--- config.mk ---
export PLATFORM = sky130hd
export DESIGN_NAME = bp_be_rec_to_raw_fp
export DESIGN_NICKNAME = d
export VERILOG_FILES = /design/src/rtl/bp_be_fp_pkg.sv /design/src/rtl/bp_be_recfn_to_fn.sv /design/src/rtl/bp_be_rec_to_raw_fp.sv
export SDC_FILE = /design/constraint.sdc
export NUM_CORES = 1
export LEC_CHECK = 0
export BUFFER_PORTS_ARGS = -buffer_cell sky130_fd_sc_hd__buf_4
export CAP_MARGIN = 20
export CELL_PAD_IN_SITES_DETAIL_PLACEMENT = 0
export CELL_PAD_IN_SITES_GLOBAL_PLACEMENT = 2
export CORE_MARGIN = 1.5
export CORE_UTILIZATION = 35
export DETAILED_ROUTE_END_ITERATION = 7
export HOLD_SLACK_MARGIN = 0.02
export PLACE_DENSITY = 0.8
export SLEW_MARGIN = 20
export SYNTH_ARGS = -nofsm -noshare
export SYNTH_HDL_FRONTEND = slang
export SYNTH_HIERARCHICAL = 1
export SYNTH_SLANG_ARGS = --single-unit
--- constraint.sdc ---
create_clock -name clk_i -period 6.6 [get_ports clk_i]
set_clock_uncertainty 0.1 [all_clocks]
set_input_delay 1.32 -clock clk_i [delete_from_list [all_inputs] [get_ports clk_i]]
set_output_delay 1.32 -clock clk_i [all_outputs]
set_load 0.01 [all_outputs]
--- src/rtl/bp_be_fp_pkg.sv ---
// rtl/bp_be_fp_pkg.sv - shared FP widths, recoded bias constants and special-class codes
package bp_be_fp_pkg;

  localparam int DWORD_W      = 64;
  localparam int DP_REC_W     = 65;
  localparam int DP_EXP_W     = 11;
  localparam int DP_SIG_W     = 53;
  localparam int SP_EXP_W     = 8;
  localparam int SP_SIG_W     = 24;
  localparam int DP_REC_EXP_W = DP_EXP_W + 1;
  localparam int SP_REC_EXP_W = SP_EXP_W + 1;

  // Recoded exponent of 1.0 in each format, and the offset that moves a
  // DP recoded exponent into SP recoded range.
  localparam logic [DP_REC_EXP_W-1:0] DP_REC_ONE    = 12'h800;
  localparam logic [SP_REC_EXP_W-1:0] SP_REC_ONE    = 9'h100;
  localparam logic [DP_REC_EXP_W-1:0] REC_NARROW_OFS = 12'd1792;

  // Special classes live in the top three bits of the recoded exponent.
  typedef enum logic [2:0] {
    REC_CLS_ZERO = 3'b000,
    REC_CLS_INF  = 3'b110,
    REC_CLS_NAN  = 3'b111
  } rec_cls_e;

  function automatic logic is_rec_special(input logic [2:0] cls);
    return (cls == REC_CLS_ZERO) || (cls == REC_CLS_INF) || (cls == REC_CLS_NAN);
  endfunction

endpackage

--- src/rtl/bp_be_recfn_to_fn.sv ---
// rtl/bp_be_recfn_to_fn.sv - combinational recoded-to-IEEE decoder for one format
module bp_be_recfn_to_fn
  import bp_be_fp_pkg::*;
#(
  parameter int EXP_W = 11,
  parameter int SIG_W = 53
) (
  input  logic                   i_sign,
  input  logic [EXP_W:0]         i_exp,
  input  logic [SIG_W-2:0]       i_frac,
  output logic [EXP_W+SIG_W-1:0] o_raw
);

  // Smallest recoded exponent that still maps to a normal number; one less
  // than it is the bias removed from normals.
  localparam int MIN_NORM = (1 << (EXP_W - 1)) + 2;
  localparam logic [EXP_W:0] MIN_NORM_C = (EXP_W + 1)'(MIN_NORM);
  localparam logic [EXP_W:0] BIAS_C     = (EXP_W + 1)'(MIN_NORM - 1);

  logic [2:0]       w_cls;
  logic [EXP_W:0]   w_shift;
  logic [EXP_W-1:0] w_exp;
  logic [SIG_W-2:0] w_frac;

  assign w_cls   = i_exp[EXP_W -: 3];
  assign w_shift = MIN_NORM_C - i_exp;

  // Decode class, then normal vs subnormal for finite values; shifts past
  // the significand width fall out as zero.
  always_comb begin
    w_exp  = '0;
    w_frac = '0;
    case (w_cls)
      REC_CLS_ZERO: begin
        w_exp  = '0;
        w_frac = '0;
      end
      REC_CLS_INF: begin
        w_exp  = '1;
        w_frac = '0;
      end
      REC_CLS_NAN: begin
        w_exp  = '1;
        w_frac = i_frac;
      end
      default: begin
        if (i_exp >= MIN_NORM_C) begin
          w_exp  = EXP_W'(i_exp - BIAS_C);
          w_frac = i_frac;
        end else begin
          w_exp  = '0;
          w_frac = (SIG_W - 1)'({1'b1, i_frac} >> w_shift);
        end
      end
    endcase
  end

  assign o_raw = {i_sign, w_exp, w_frac};

endmodule

--- src/rtl/bp_be_rec_to_raw_fp.sv ---
// rtl/bp_be_rec_to_raw_fp.sv - registered recoded-DP to IEEE raw (DP or NaN-boxed SP)
module bp_be_rec_to_raw_fp
  import bp_be_fp_pkg::*;
(
  input  logic                clk_i,
  input  logic                reset_n_i,
  input  logic                v_i,
  input  logic [DP_REC_W-1:0] rec_i,
  input  logic                raw_sp_not_dp_i,
  output logic                v_o,
  output logic [DWORD_W-1:0]  raw_o
);

  logic                    w_sign;
  logic [DP_REC_EXP_W-1:0] w_exp;
  logic [DP_SIG_W-2:0]     w_frac;
  logic [SP_REC_EXP_W-1:0] w_sp_exp;
  logic [SP_SIG_W-2:0]     w_sp_frac;
  logic [DWORD_W-1:0]      w_dp_raw;
  logic [31:0]             w_sp_raw;
  logic [DWORD_W-1:0]      w_raw;
  logic                    r_v;
  logic [DWORD_W-1:0]      r_raw;

  assign w_sign = rec_i[64];
  assign w_exp  = rec_i[63:52];
  assign w_frac = rec_i[51:0];

  bp_be_recfn_to_fn #(
    .EXP_W(DP_EXP_W),
    .SIG_W(DP_SIG_W)
  ) u_dp (
    .i_sign (w_sign),
    .i_exp  (w_exp),
    .i_frac (w_frac),
    .o_raw  (w_dp_raw)
  );

  // Narrow to SP recoded form: specials only need their class bits, finite
  // values are rebiased. Low fraction bits are zero for exact SP values.
  always_comb begin
    w_sp_exp = 9'(w_exp - REC_NARROW_OFS);
    if (is_rec_special(w_exp[11:9])) begin
      w_sp_exp = {w_exp[11:9], 6'b0};
    end
  end

  assign w_sp_frac = w_frac[51:29];

  bp_be_recfn_to_fn #(
    .EXP_W(SP_EXP_W),
    .SIG_W(SP_SIG_W)
  ) u_sp (
    .i_sign (w_sign),
    .i_exp  (w_sp_exp),
    .i_frac (w_sp_frac),
    .o_raw  (w_sp_raw)
  );

  assign w_raw = raw_sp_not_dp_i ? {32'hFFFF_FFFF, w_sp_raw} : w_dp_raw;

  // Output register: reset wins, valid follows v_i, data holds when idle.
  always_ff @(posedge clk_i) begin
    if (!reset_n_i) begin
      r_v   <= 1'b0;
      r_raw <= '0;
    end else begin
      r_v <= v_i;
      if (v_i) begin
        r_raw <= w_raw;
      end
    end
  end

  assign v_o   = r_v;
  assign raw_o = r_raw;

endmodule

# Word-level counts from Yosys, hierarchy flattened
# Cells that the tools add are included.
[word_totals] register_bits=65 input_bits=69 output_inout_bits=65 word_cells=33
[op_classes] add_sub_neg=5 order_cmp=2 n_eq_ne=4 shift=2 mux=10 n_reduce_logical=8
[ops] cell="$pmux 52 s2" count=1
[ops] cell="$mux 64" count=1
[ops] cell="$shr 53x12->52" count=1
[ops] cell="$mux 52" count=1
[ops] cell="$pmux 23 s2" count=1
[ops] cell="$shr 24x9->23" count=1
[ops] cell="$mux 23" count=1
[ops] cell="$pmux 11 s2" count=1
[ops] cell="$pmux 8 s2" count=1
[ops] cell="$eq 3x3->1 const B" count=4
[ops] cell="$ge 12x11->1 const B" count=1
[ops] cell="$sub 11x12->12 const A" count=1
[ops] cell="$mux 11" count=1
[ops] cell="$sub 11x11->11 const B" count=1
[ops] cell="$ge 9x8->1 const B" count=1
[ops] cell="$mux 9" count=1
[ops] cell="$sub 8x9->9 const A" count=1
[ops] cell="$sub 9x9->9 const B" count=1
[ops] cell="$mux 8" count=1
[ops] cell="$reduce_or 2->1" count=4
[ops] cell="$sub 8x8->8 const B" count=1
[ops] cell="$logic_not 3->1" count=2
[ops] cell="$logic_or 1x1->1" count=2

# Logic depth before layout (Yosys ltp)
# Gate-level depths: netlist of the first run.
[logic_depth] depth_word=9 ltp_mapped=17 mapped_depth_nobuf=12

# Hierarchy
# The synthesis of the first run kept the hierarchy.
[modules_own_cells] mod="bp_be_recfn_to_fn (u_dp)" n_inst=1 cells_per_inst=598 area_per_inst_um2=4491.8 seq_area_each_um2=0.0
[modules_own_cells] mod="bp_be_rec_to_raw_fp" n_inst=1 cells_per_inst=238 area_per_inst_um2=2607.5 seq_area_each_um2=1301.2
[modules_own_cells] mod="bp_be_recfn_to_fn (u_sp)" n_inst=1 cells_per_inst=226 area_per_inst_um2=1839.3 seq_area_each_um2=0.0

# Worst setup path before layout of the first run
# No wires, ideal clock.
[synth_timing] path_type="input to register" start="in rec_i[63]" end="reg r_raw[1] (netlist: raw_o[1])" setup_ns=0.120 arrival_time_ns=4.576 required_time_ns=6.380 path_slack_ns=1.804 cell_stages=13 path_buffers=3 cell_sequence="and2_0 -> buf_2 -> nor3b_1 -> inv_1 -> ha_1 -> buf_2 -> buf_2 -> mux4_1 -> mux4_2 -> a221oi_2 -> nor2_1 -> mux2i_1 -> a21oi_1"
[synth_between] elab_chain_len=9 elab_cells_between_ends=22 classes_between="2 x add/sub; 2 x order compare; 4 x eq/ne; 2 x shift; 6 x mux; 6 x reduce/logical"
[synth_rtl] item="from (decl)" line="bp_be_rec_to_raw_fp.sv:8" text="input logic [DP_REC_W-1:0] rec_i,"
[synth_rtl] item="$eq 3x3->1 / $logic_not 3->1 (equally long branches)" line="bp_be_fp_pkg.sv:27" text="return (cls == REC_CLS_ZERO) || (cls == REC_CLS_INF) || (cls == REC_CLS_NAN);"
[synth_rtl] item="$logic_or 1x1->1" line="bp_be_fp_pkg.sv:27"
[synth_rtl] item="$logic_or 1x1->1 *" line="bp_be_fp_pkg.sv:27"
[synth_rtl] item="$mux 9 *" line="bp_be_rec_to_raw_fp.sv:43" text="if (is_rec_special(w_exp[11:9])) begin"
[synth_rtl] item="net w_sp_exp[1]" line="bp_be_rec_to_raw_fp.sv:17" text="logic [SP_REC_EXP_W-1:0] w_sp_exp;"
[synth_rtl] item="$sub 8x9->9" line="bp_be_recfn_to_fn.sv:26" text="assign w_shift = MIN_NORM_C - i_exp;"
[synth_rtl] item="$shr 24x9->23" line="bp_be_recfn_to_fn.sv:52" text="w_frac = (SIG_W - 1)'({1'b1, i_frac} >> w_shift);"
[synth_rtl] item="$mux 23 *" line="bp_be_recfn_to_fn.sv:47" text="if (i_exp >= MIN_NORM_C) begin"
[synth_rtl] item="$pmux 23 s2 *" line="bp_be_recfn_to_fn.sv:33" text="case (w_cls)"
[synth_rtl] item="net w_sp_raw[1]" line="bp_be_rec_to_raw_fp.sv:20" text="logic [31:0] w_sp_raw;"
[synth_rtl] item="$mux 64 *" line="bp_be_rec_to_raw_fp.sv:60" text="assign w_raw = raw_sp_not_dp_i ? {32'hFFFF_FFFF, w_sp_raw} : w_dp_raw;"
[synth_rtl] item="to (signal assigned)" line="bp_be_rec_to_raw_fp.sv:70" text="r_raw <= w_raw;"
[synth_rtl] item="to (decl)" line="bp_be_rec_to_raw_fp.sv:23" text="logic [DWORD_W-1:0] r_raw;"
# Mark *: on every way through the listed nets, which the timed path passes. The rest lies on a longest branch.
# A chain may end at the register's enable or synchronous reset.

# Worst setup path after layout of the first run
[layout_timing] start="in rec_i[52]" end="reg r_raw[20] (netlist: raw_o[20])"
[layout_between] elab_cells_between_ends=17 classes_between="3 x add/sub; 2 x order compare; 2 x eq/ne; 2 x shift; 6 x mux; 2 x reduce/logical"
[layout_lines] item="$sub 11x12->12" line="bp_be_recfn_to_fn.sv:26"
[layout_lines] item="$shr 53x12->52" line="bp_be_recfn_to_fn.sv:52"
[layout_lines] item="$mux 52 *" line="bp_be_recfn_to_fn.sv:47"
[layout_lines] item="$pmux 52 s2 *" line="bp_be_recfn_to_fn.sv:33"
[layout_lines] item="net w_dp_raw[20]" line="bp_be_rec_to_raw_fp.sv:19" text="logic [DWORD_W-1:0] w_dp_raw;"
[layout_lines] item="$mux 64 *" line="bp_be_rec_to_raw_fp.sv:60"
# Marked as above.

==> results of run 1 <==
-- logic make-up after synthesis --
family | after synthesis
AO/OA/AOI/OAI | 352
flip-flops | 65
multiplexers | 188
AND/OR/NAND/NOR | 299
XOR/XNOR | 29
buffers and inverters | 123
adder cells (fa/ha/maj) | 6
-- layout by cell type (no fill, tap or decap), types with 5 or more instances in the layout --
| master | synthesis | final |
|---|---|---|
| a221oi_1 | 10 | 10 |
| nand3_1 | 17 | 17 |
| and3_1 | 8 | 8 |
| o21ai_0 | 97 | 97 |
| mux4_2 | 51 | 51 |
| o31ai_1 | 5 | 5 |
| o21ai_1 | 8 | 8 |
| xor2_1 | 13 | 11 |
| a22o_1 | 24 | 24 |
| buf_4 | 13 | 157 |
| o221a_1 | 30 | 30 |
| a22oi_1 | 10 | 10 |
| a21oi_1 | 73 | 73 |
| a211oi_1 | 5 | 5 |
| inv_1 | 14 | 14 |
| or3_1 | 6 | 6 |
| xnor2_1 | 15 | 12 |
| and2_1 | 6 | 6 |
| a221o_1 | 15 | 15 |
| mux4_1 | 7 | 7 |
| a31oi_1 | 12 | 12 |
| o211ai_1 | 6 | 6 |
| a32o_1 | 7 | 7 |
| dfxtp_1 | 65 | 65 |
| nand2_1 | 144 | 144 |
| nor2b_1 | 6 | 6 |
| mux2_2 | 26 | 26 |
| mux2i_1 | 104 | 104 |
| nor3_1 | 21 | 21 |
| clkbuf_16 | 0 | 9 |
| nor2_1 | 54 | 54 |
-- flip-flops by register name (all words and copies together) (netlist names) --
signal  flops
v_o         1
raw_o      64
-- synth_stat cells (14+ instances only) --
| cell | number |
|---|---|
| mux2i_1 | 104 |
| o21ai_0 | 97 |
| xnor2_1 | 15 |
| clkbuf_1 | 29 |
| a221o_1 | 15 |
| nor3_1 | 21 |
| nand3_1 | 17 |
| mux4_2 | 51 |
| inv_1 | 14 |
| a21oi_1 | 73 |
| mux2_2 | 26 |
| nor2_1 | 54 |
| buf_2 | 40 |
| buf_6 | 14 |
| dfxtp_1 | 65 |
| nand2_1 | 144 |
| a22o_1 | 24 |
| o221a_1 | 30 |
-- layer usage --
metal	up-vias	part of all wire	global-route usage
met5	-	0.00032	0
met4	2	0.036	0.117
met3	77	0.098	0.0652
met2	574	0.43	0.447
met1	4620	0.44	0.428
li1	4242	-	-
-- worst max-delay path by stage --
stage | from | end | slack [ps] | cells after the start
2_1_floorplan | rec_i[63] | raw_o[1] | 1800 | 13
3_3_place_gp | rec_i[61] | raw_o[2] | 1240 | 12
3_5_place_dp | rec_i[61] | raw_o[2] | 1260 | 12
4_1_cts | rec_i[61] | raw_o[7] | 1590 | 13
5_1_grt | rec_i[52] | raw_o[0] | 1440 | 12
6_report | rec_i[52] | raw_o[20] | 1700 | 11
-- cell type report --
type                       instances  area share
timing repair buffer             158       0.116
inverter                          17     0.00619
clock inverter                     5     0.00377
clock buffer                      11      0.0245
multi-input combinational        874       0.683
sequential                        65       0.126
tap                              330      0.0401
-- worst reg2reg max path: stages (launching register included) --
cell and delay [ps]:
dfxtp_1 480, o21ai_0 120, a21oi_1 140
-- power groups by stage --
| stage | sequential, W | clock, W | combinational (W) |
|---|---|---|---|
| floorplan | 0.000460 | 0 | 0.000608 |
| global placement | 0.000451 | 0 | 0.000951 |
| detailed placement | 0.000452 | 0 | 0.000946 |
| CTS | 0.000443 | 0.000491 | 0.000949 |
| global route | 0.000446 | 0.000508 | 0.00103 |
| finish | 0.000443 | 0.000479 | 0.000972 |
-- per-stage QoR --
step,total power (W),instance area (um^2)
global placement,0.00140,10000
CTS,0.00188,10300
global route,0.00198,10300
floorplan,0.00107,8940
finish,0.00189,10300
detailed placement,0.00140,10000
==> results_dict.tcl, run 1 <==
set metrics [dict create \
    wl_per_cell_um 27.6 \
    hold_end "raw_o[3]" \
    post_cts_resized 0 \
    cts_setup_buffers 0 \
    postRouteAntennaNets 0 \
    swShare 0.430 \
    hold_depth 2 \
    ios 134 \
    p_clk_frac 0.253 \
    avgSynthCellArea_um2 8.42 \
    clk_latency_ps 340 \
    cp_cell_sequence "buf_4, ha_1, xor2_4, mux4_2, mux4_2, and2_1, a31oi_1, o21ai_0, a22o_1, mux2i_1, a21oi_1" \
    synth-main-ff-cell "dfxtp_1" \
    hp-start "raw_o[3]" \
    drive_gt1_frac 0.256 \
    rows 58 \
    cts_tree "yes" \
    clkTransAtPathRegs_ps 60 \
    synthTopCellsByArea "dfxtp_1 (15%), mux4_2 (13%), mux2i_1 (12%)" \
    worst_pin_slew_ps 1080 \
    ys_seq_area_frac 0.146 \
    p_seq_frac 0.234 \
    powerDensity_nw_per_um2 184 \
    dieArea_um2 26500 \
    synthAdderAreaFrac 0.00840 \
    synth_xor_area_frac 0.0305 \
    hold_class "reg2reg" \
    finalCriticalPeriod_ps 4900 \
    cts_hold_buf 0 \
    initial_core_util 0.356 \
    rrSetupSlack_ps 5690 \
    antenna_found_initial 1 \
    drt_pass1_iterations 6 \
    placedCellCount 1444 \
    synth_top_area_cell "dfxtp_1" \
    post-dp-hpwl_um 29900 \
    fin_setup_tns_ps 0 \
    final.period_utilization 0.743 \
    path_max_fanout 21 \
    n_antenna_cell 0 \
    final.fill_count 2642 \
    crit_family "multiplexers" \
    cpPeakStageDelay_ps 650 \
    initialDrtViolationCount 1230 \
    portBuffers 133 \
    grt_pass1_vias 8900 \
    coreArea_um2 25100 \
    path_common_cell "mux4_2" \
    final_max_slew_viol_count 0 \
    timing.rr.start "raw_o[4]" \
    drv_cap 0 \
    ys_async_sr_fraction 0 \
    critPathArrivalTime_ps 4990 \
    syn-cell-area_um2 8940 \
    synthCells 1062 \
    drt-total-wl_um 40300 \
    num_vias 9515 \
    via_per_inst 6.52 \
    yosys.area_share.simple 0.158 \
    synth_cell_type_count 91 \
    regArea_um2 1300 \
    cts_max_path_buffers 2 \
    r2r_cells 2 \
    final_hold_viol_count 0 \
    rsz0062_at_grt "false" \
    r2r_end "raw_o[4]" \
    endpoint_kind "flop" \
    pre_cts_ws_ps 1260 \
    path_class "in2reg" \
    slowest_stage "xor2_4" \
    power.switching_w 0.000815 \
    route.detailed.drc 0 \
    die_h_um 163 \
    clkSinkCount 65 \
    pwr-share-comb 0.513 \
    grt_overflow 0 \
    whs_ps 432 \
    fin_ws_ps 1700 \
    multiInputGateArea_um2 7030 \
    leakage_nw 4.06 \
    gp_congestion 1.03 \
    peakVddDrop_v 0.000120 \
    muxShareOfSynthArea 0.298 \
    fin_cells 1460 \
    postLayoutCoreUtil 0.410 \
    ys_seq_elements 65 \
    grt_usage 0.303 \
    cts_buffers 9 \
    cp_num_buf_inv 1 \
    final_nets 1200 \
    root_buffer "clkbuf_16" \
    grt_pass1_wl_um 59400 \
    synth_compound_area_frac 0.283 \
    outcome "completed" \
    max_freq_ghz 0.204 \
    setup_viol 0 \
    h-tree-depth 3 \
    synth_fp_nets 1137 \
    cp-start-kind "primary input" \
    crit_required_ps 6690 \
    yosys_warnings 6 \
    synth_top_family_by_area "multiplexers" \
    syn2layout_area_growth_pct 15.2 \
    synth_edf_count 0 \
    die_w_um 163 \
    internal-power_w 0.00108 \
    netlist.area_leader.share 0.146 \
    grt_start_max_net_pins 99 \
    slew_headroom 0.274 \
]
Note: power is estimated with default switching activity, not from simulation.
==> run 2, diff against run 1 <==
==> constraint.sdc (replaced) <==
create_clock -name clk_i -period 4.75 [get_ports clk_i]
set_clock_uncertainty 0.1 [all_clocks]
set_input_delay 0.95 -clock clk_i [delete_from_list [all_inputs] [get_ports clk_i]]
set_output_delay 0.95 -clock clk_i [all_outputs]
set_load 0.01 [all_outputs]
==> run 2 against run 1 <==
Worst hold slack worse by 5.3 ps; die area stayed put; setup slack worse by 1100 ps; routed wire length is 3.8% higher; clock power is 43% higher; design area is 3.3% higher; sequential power is 38% higher; global-route usage is 0.48 points higher; cell count is 2.6% higher; largest cell class unchanged; largest power group unchanged; highest routed layer unchanged.
==> results_dict.tcl, run 2 (synthesized netlist as in run 1, its figures left out) <==
set metrics [dict create \
    multiInputGateArea_um2 7030 \
    cts_max_path_buffers 2 \
    hold_depth 1 \
    clk_latency_ps 330 \
    finalCriticalPeriod_ps 4160 \
    initial_core_util 0.356 \
    max_freq_ghz 0.240 \
    ios 134 \
    timing.rr.start "raw_o[0]" \
    final.period_utilization 0.877 \
    slew_headroom 0.385 \
    final_cell_mix "buf_4 (191), nand2_1 (144), mux2i_1 (104)" \
    drt-total-wl_um 41800 \
    setup_viol 0 \
    syn2layout_area_growth_pct 19.0 \
    final.fill_count 2605 \
    h-tree-depth 3 \
    fin_cells 1498 \
    powerDensity_nw_per_um2 255 \
    path_class "in2reg" \
    crit_required_ps 4850 \
    drive_gt1_frac 0.279 \
    fin_setup_tns_ps 0 \
    clkSinkCount 65 \
    root_buffer "clkbuf_16" \
    outcome "completed" \
    post-dp-hpwl_um 31500 \
    grt_start_max_net_pins 69 \
    r2r_end "raw_o[0]" \
    drv_cap 0 \
    r2r_cells 2 \
    post_cts_resized 0 \
    cts_tree "yes" \
    cts_setup_buffers 0 \
    antenna_found_initial 0 \
    final_nets 1238 \
    grt_usage 0.308 \
    leakage_nw 4.28 \
    dieArea_um2 26500 \
    die_h_um 163 \
    largest_reg_flops 64 \
    clkTransAtPathRegs_ps 60 \
    hold_class "reg2reg" \
    wl_per_cell_um 27.9 \
    grt_pass1_wl_um 60100 \
    critPathArrivalTime_ps 4270 \
    final_max_slew_viol_count 0 \
    cts_hold_buf 0 \
    portBuffers 133 \
    rrSetupSlack_ps 3900 \
    drt_pass1_iterations 5 \
    die_w_um 163 \
    peakVddDrop_v 0.000160 \
    cts_buffers 9 \
    route.detailed.drc 0 \
    hp-start "raw_o[57]" \
    gp_congestion 0.974 \
    grt_pass1_vias 8908 \
    path_max_fanout 21 \
    grt_overflow 0 \
    initialDrtViolationCount 1181 \
    postRouteAntennaNets 0 \
    cp-start-kind "primary input" \
    final_hold_viol_count 0 \
    placedCellCount 1482 \
    rows 58 \
    worst_pin_slew_ps 917 \
    endpoint_kind "flop" \
    final_common_cell "buf_4" \
    p_total_w 0.00271 \
    hold_end "raw_o[57]" \
    regArea_um2 1300 \
    via_per_inst 6.53 \
    coreArea_um2 25100 \
    num_vias 9777 \
    postLayoutCoreUtil 0.424 \
    n_antenna_cell 0 \
    rsz0062_at_grt "false" \
]
## run 2: cell types whose count changed in the layout (fill, tap and decap cells not counted), sizes merged
cell and change:
clkinv +1, clkbuf -1, bufinv +1, buf +38, inv -1
## run 2: final cells by class
type,instances,area share
Inverter,17,0.00600
Timing Repair Buffer,196,0.144
Clock buffer,10,0.0225
Clock inverter,6,0.00541
Multi-Input combinational cell,874,0.661
Sequential cell,65,0.122
Tap cell,330,0.0388
## run 2: worst max-delay path by stage
stage                   start  endpoint  slack [ps]
detailed placement  rec_i[63]  raw_o[2]         370
global route        rec_i[63]  raw_o[6]         510
finish              rec_i[63]  raw_o[7]         590
floorplan           rec_i[63]  raw_o[1]         320
CTS                 rec_i[52]  raw_o[2]         700
global placement    rec_i[52]  raw_o[2]         370
## run 2: metal layers
metal,share of wire,GRT usage,vias up
met5,0.0015,0.0189,-
met4,0.039,0.118,2
met3,0.10,0.0660,73
met2,0.42,0.445,613
met1,0.44,0.441,4765
li1,-,-,4324
## run 2: per-stage QoR
| step | worst slack [ps] | area (um^2) | hold slack (ps) |
|---|---|---|---|
| 3_3_place_gp | 371 | 10300 | 408 |
| 5_1_grt | 506 | 10600 | 441 |
| 6_report | 585 | 10600 | 426 |
| 3_5_place_dp | 366 | 10300 | 414 |
| 4_1_cts | 704 | 10600 | 428 |
| 2_1_floorplan | 324 | 8940 | 441 |
## run 2: worst max-delay path, cell delays in order
cell and delay [ps]:
buf_4 180, and2_0 310, nor3b_1 500, inv_1 130, ha_1 390, buf_12 200, mux2i_1 240, mux2i_1 180
mux2_2 310, nor2_1 110, a2111oi_1 80, a221o_1 280, mux2i_1 300, a21oi_1 110
## run 2: power by group
group / total [W] / switching [W] / internal, W / leakage [nW]
Clock: 0.000685 / 0.000268 / 0.000417 / 0.148
Combinational: 0.00142 / 0.000854 / 0.000564 / 3.59
Sequential: 0.000612 / 0.0000239 / 0.000588 / 0.540
==> run 3, diff against run 2 <==
--- a/config.mk
+++ b/config.mk
@@ -5,15 +5,16 @@
 export SDC_FILE = /design/constraint.sdc
 export NUM_CORES = 1
 export LEC_CHECK = 0
+export ABC_AREA = 1
 export BUFFER_PORTS_ARGS = -buffer_cell sky130_fd_sc_hd__buf_4
 export CAP_MARGIN = 20
 export CELL_PAD_IN_SITES_DETAIL_PLACEMENT = 0
 export CELL_PAD_IN_SITES_GLOBAL_PLACEMENT = 2
 export CORE_MARGIN = 1.5
-export CORE_UTILIZATION = 35
+export CORE_UTILIZATION = 30
 export DETAILED_ROUTE_END_ITERATION = 7
 export HOLD_SLACK_MARGIN = 0.02
-export PLACE_DENSITY = 0.8
+export PLACE_DENSITY = 0.82
 export SLEW_MARGIN = 20
 export SYNTH_ARGS = -nofsm -noshare
 export SYNTH_HDL_FRONTEND = slang
==> run 3 against run 2 <==
Design area increased by 3.2%; non-clock buffer count decreased by 29; sequential cell count unchanged; die area increased by 23%; synthesized area increased by 5.7%; first-iteration DRC count increased by 18%; global-route usage decreased by 2.2 points; largest power group unchanged; combinational power increased by 3%; synthesized cell count increased by 68%; clock power decreased by 0.6%; register-to-register slack improved by 60 ps; worst hold slack got worse by 28 ps.
==> results_dict.tcl, run 3 <==
set metrics [dict create \
    initial_core_util 0.306 \
    regArea_um2 1300 \
    powerDensity_nw_per_um2 252 \
    cp-start-kind "primary input" \
    final_common_cell "nand2_1" \
    postRouteAntennaNets 0 \
    post_cts_resized 0 \
    dr.max_layer_used "met4" \
    leakage_nw 5.32 \
    cp_cell_sequence "buf_4, nor2_1, nand2_1, nand2_1, nor2_1, ha_1, nor2_4, nand3_1, nand2_1, nor2_8, nand2_4, a21oi_1, nand2_1, nand2_1, o21ai_1, o21ai_0, nand2_1, nand2_1, nand2_1, nand2_1, nor2_1, nor2_1" \
    slew_headroom 0.385 \
    cts_buffers 9 \
    clkTransAtPathRegs_ps 60 \
    coreArea_um2 30800 \
    yosys.area_share.simple 0.612 \
    synth_fp_nets 1862 \
    postLayoutCoreUtil 0.356 \
    yosysMostFrequentCell "nand2_1" \
    ios 134 \
    final_max_slew_viol_count 0 \
    num_vias 12600 \
    drt_pass1_iterations 5 \
    ys_seq_area_frac 0.138 \
    cpPeakStageDelay_ps 440 \
    path_common_cell "nand2_1" \
    clk_latency_ps 330 \
    root_buffer "clkbuf_16" \
    syn-cell-area_um2 9450 \
    netlist.area_leader.share 0.221 \
    cts_hold_buf 0 \
    die_w_um 180 \
    largest_reg_flops 64 \
    synth_top_area_cell "nand3_1" \
    synth_top_family_by_area "simple AND/OR/NAND/NOR gates" \
    synthAdderAreaFrac 0.00795 \
    internal-power_w 0.00146 \
    final_cell_mix "nand2_1 (525), nand3_1 (418), nor2_1 (191)" \
    power.switching_w 0.00130 \
    wl_met3_um 3510 \
    dieArea_um2 32600 \
    n_antenna_cell 0 \
    rsz0062_at_grt "false" \
    antenna_found_initial 0 \
    slowest_stage "nor2_8" \
    portBuffers 133 \
    synth_compound_area_frac 0.104 \
    muxShareOfSynthArea 0 \
    cts_setup_buffers 0 \
    drive_gt1_frac 0.133 \
    synth_cell_type_count 42 \
    synth_edf_count 0 \
    ys_async_sr_fraction 0 \
    outcome "completed" \
    clkSinkCount 65 \
    endpoint_kind "flop" \
    via_per_inst 5.65 \
    final_nets 1910 \
    grt_usage 0.286 \
    cts_tree "yes" \
    cts_max_path_buffers 2 \
    gp_congestion 0.953 \
    synthTopCellsByCount "nand2_1 (525), nand3_1 (418), nor2_1 (192)" \
    avgSynthCellArea_um2 5.29 \
    worst_pin_slew_ps 922 \
    synthCells 1787 \
    synth_xor_area_frac 0.0230 \
    fin_setup_tns_ps 0 \
    final.period_utilization 0.868 \
    post-dp-hpwl_um 35900 \
    initialDrtViolationCount 1399 \
    synth-main-ff-cell "dfxtp_1" \
    grt_start_max_net_pins 99 \
    final.fill_count 3622 \
    critPathArrivalTime_ps 4300 \
    final_hold_viol_count 0 \
    drv_cap 0 \
    crit_required_ps 4920 \
    whs_ps 399 \
    hold_class "reg2reg" \
    p_clk_frac 0.247 \
    swShare 0.471 \
    rows 64 \
    route.detailed.drc 0 \
    path_class "in2reg" \
    peakVddDrop_v 0.000161 \
    finalCriticalPeriod_ps 4120 \
    pwr-share-comb 0.530 \
    syn2layout_area_growth_pct 16.2 \
    yosys_warnings 6 \
    die_h_um 180 \
    path_max_fanout 33 \
    h-tree-depth 3 \
    grt_pass1_vias 11600 \
    p_seq_frac 0.223 \
    met1Wirelength_um 22600 \
    synthTopCellsByArea "nand3_1 (22%), nand2_1 (21%), dfxtp_1 (14%)" \
    grt_overflow 0 \
    setup_viol 0 \
    drt-total-wl_um 47700 \
    met2WireLength_um 20400 \
    multiInputGateArea_um2 7110 \
    wl_per_cell_um 21.3 \
    ys_seq_elements 65 \
    grt_pass1_wl_um 71700 \
    max_freq_ghz 0.242 \
]
run 3: changes by cell type in the layout (fill, tap and decap cells not counted), sizes merged, moves of 15 or more:
cell | before | now
a21oi | 75 | 19
a221o | 15 | 0
a22o | 24 | 4
buf | 196 | 167
inv | 15 | 111
mux2 | 26 | 0
mux2i | 104 | 0
mux4 | 58 | 0
nand2 | 144 | 532
nand3 | 18 | 418
nand4 | 5 | 75
nor2 | 58 | 203
o21ai | 106 | 128
o221a | 32 | 0
run 3: critical path: cells and delay by family:
kind	cells	cell delay, ps
adder cells (fa/ha/maj)	1	360
AO/OA/AOI/OAI	3	550
AND/OR/NAND/NOR	17	2280
buffers and inverters	1	130
run 3: power by group through the flow:
stage / clock, W / sequential [W] / combinational (W)
global route: 0.000709 / 0.000621 / 0.00159
finish: 0.000681 / 0.000616 / 0.00146
detailed placement: 0 / 0.000628 / 0.00143
floorplan: 0 / 0.000641 / 0.000887
CTS: 0.000692 / 0.000616 / 0.00144
global placement: 0 / 0.000627 / 0.00144
run 3: through the flow:
step | cell area (um^2) | cells | setup WS, ps | power [W]
after global placement | 10700 | 2219 | 388 | 0.00206
after global routing | 11000 | 2236 | 261 | 0.00292
final | 11000 | 2236 | 626 | 0.00276
after CTS | 11000 | 2235 | 685 | 0.00274
after detailed placement | 10700 | 2219 | 350 | 0.00206
after floorplan | 9450 | 1787 | 1110 | 0.00153
run 3: cell families (layout without fill, tap and decap cells):
kind of cell | count (synthesis) | after routing
DFF | 65 | 65
adders and majority gates | 6 | 6
and+or+nand+nor | 1271 | 1271
buffers and inverters | 243 | 296
xor gates and xnor gates | 24 | 24
AOI/OAI and AO/OA | 178 | 178
run 3: final timing paths:
kind	from	to	slack, ps	cells past startpoint
worst min register to register	raw_o[55]	raw_o[55]	400	2
worst max register to register	raw_o[6]	raw_o[6]	3960	2
worst min-delay path	raw_o[55]	raw_o[55]	400	2
worst max-delay path	rec_i[61]	raw_o[3]	630	22
run 3: area by class of cell:
class	count	share of cell area
repair buffers	167	0.122
multi-input cells	1479	0.648
inverters	113	0.0386
flip-flops and latches	65	0.119
well taps	396	0.0451
clock buffers	10	0.0218
clock inverters	6	0.00604
run 3: layer usage:
metal,vias to the layer above,track usage
li1,6082,-
met3,59,0.0362
met1,5948,0.419
met5,-,0
met4,0,0.0793
met2,536,0.436
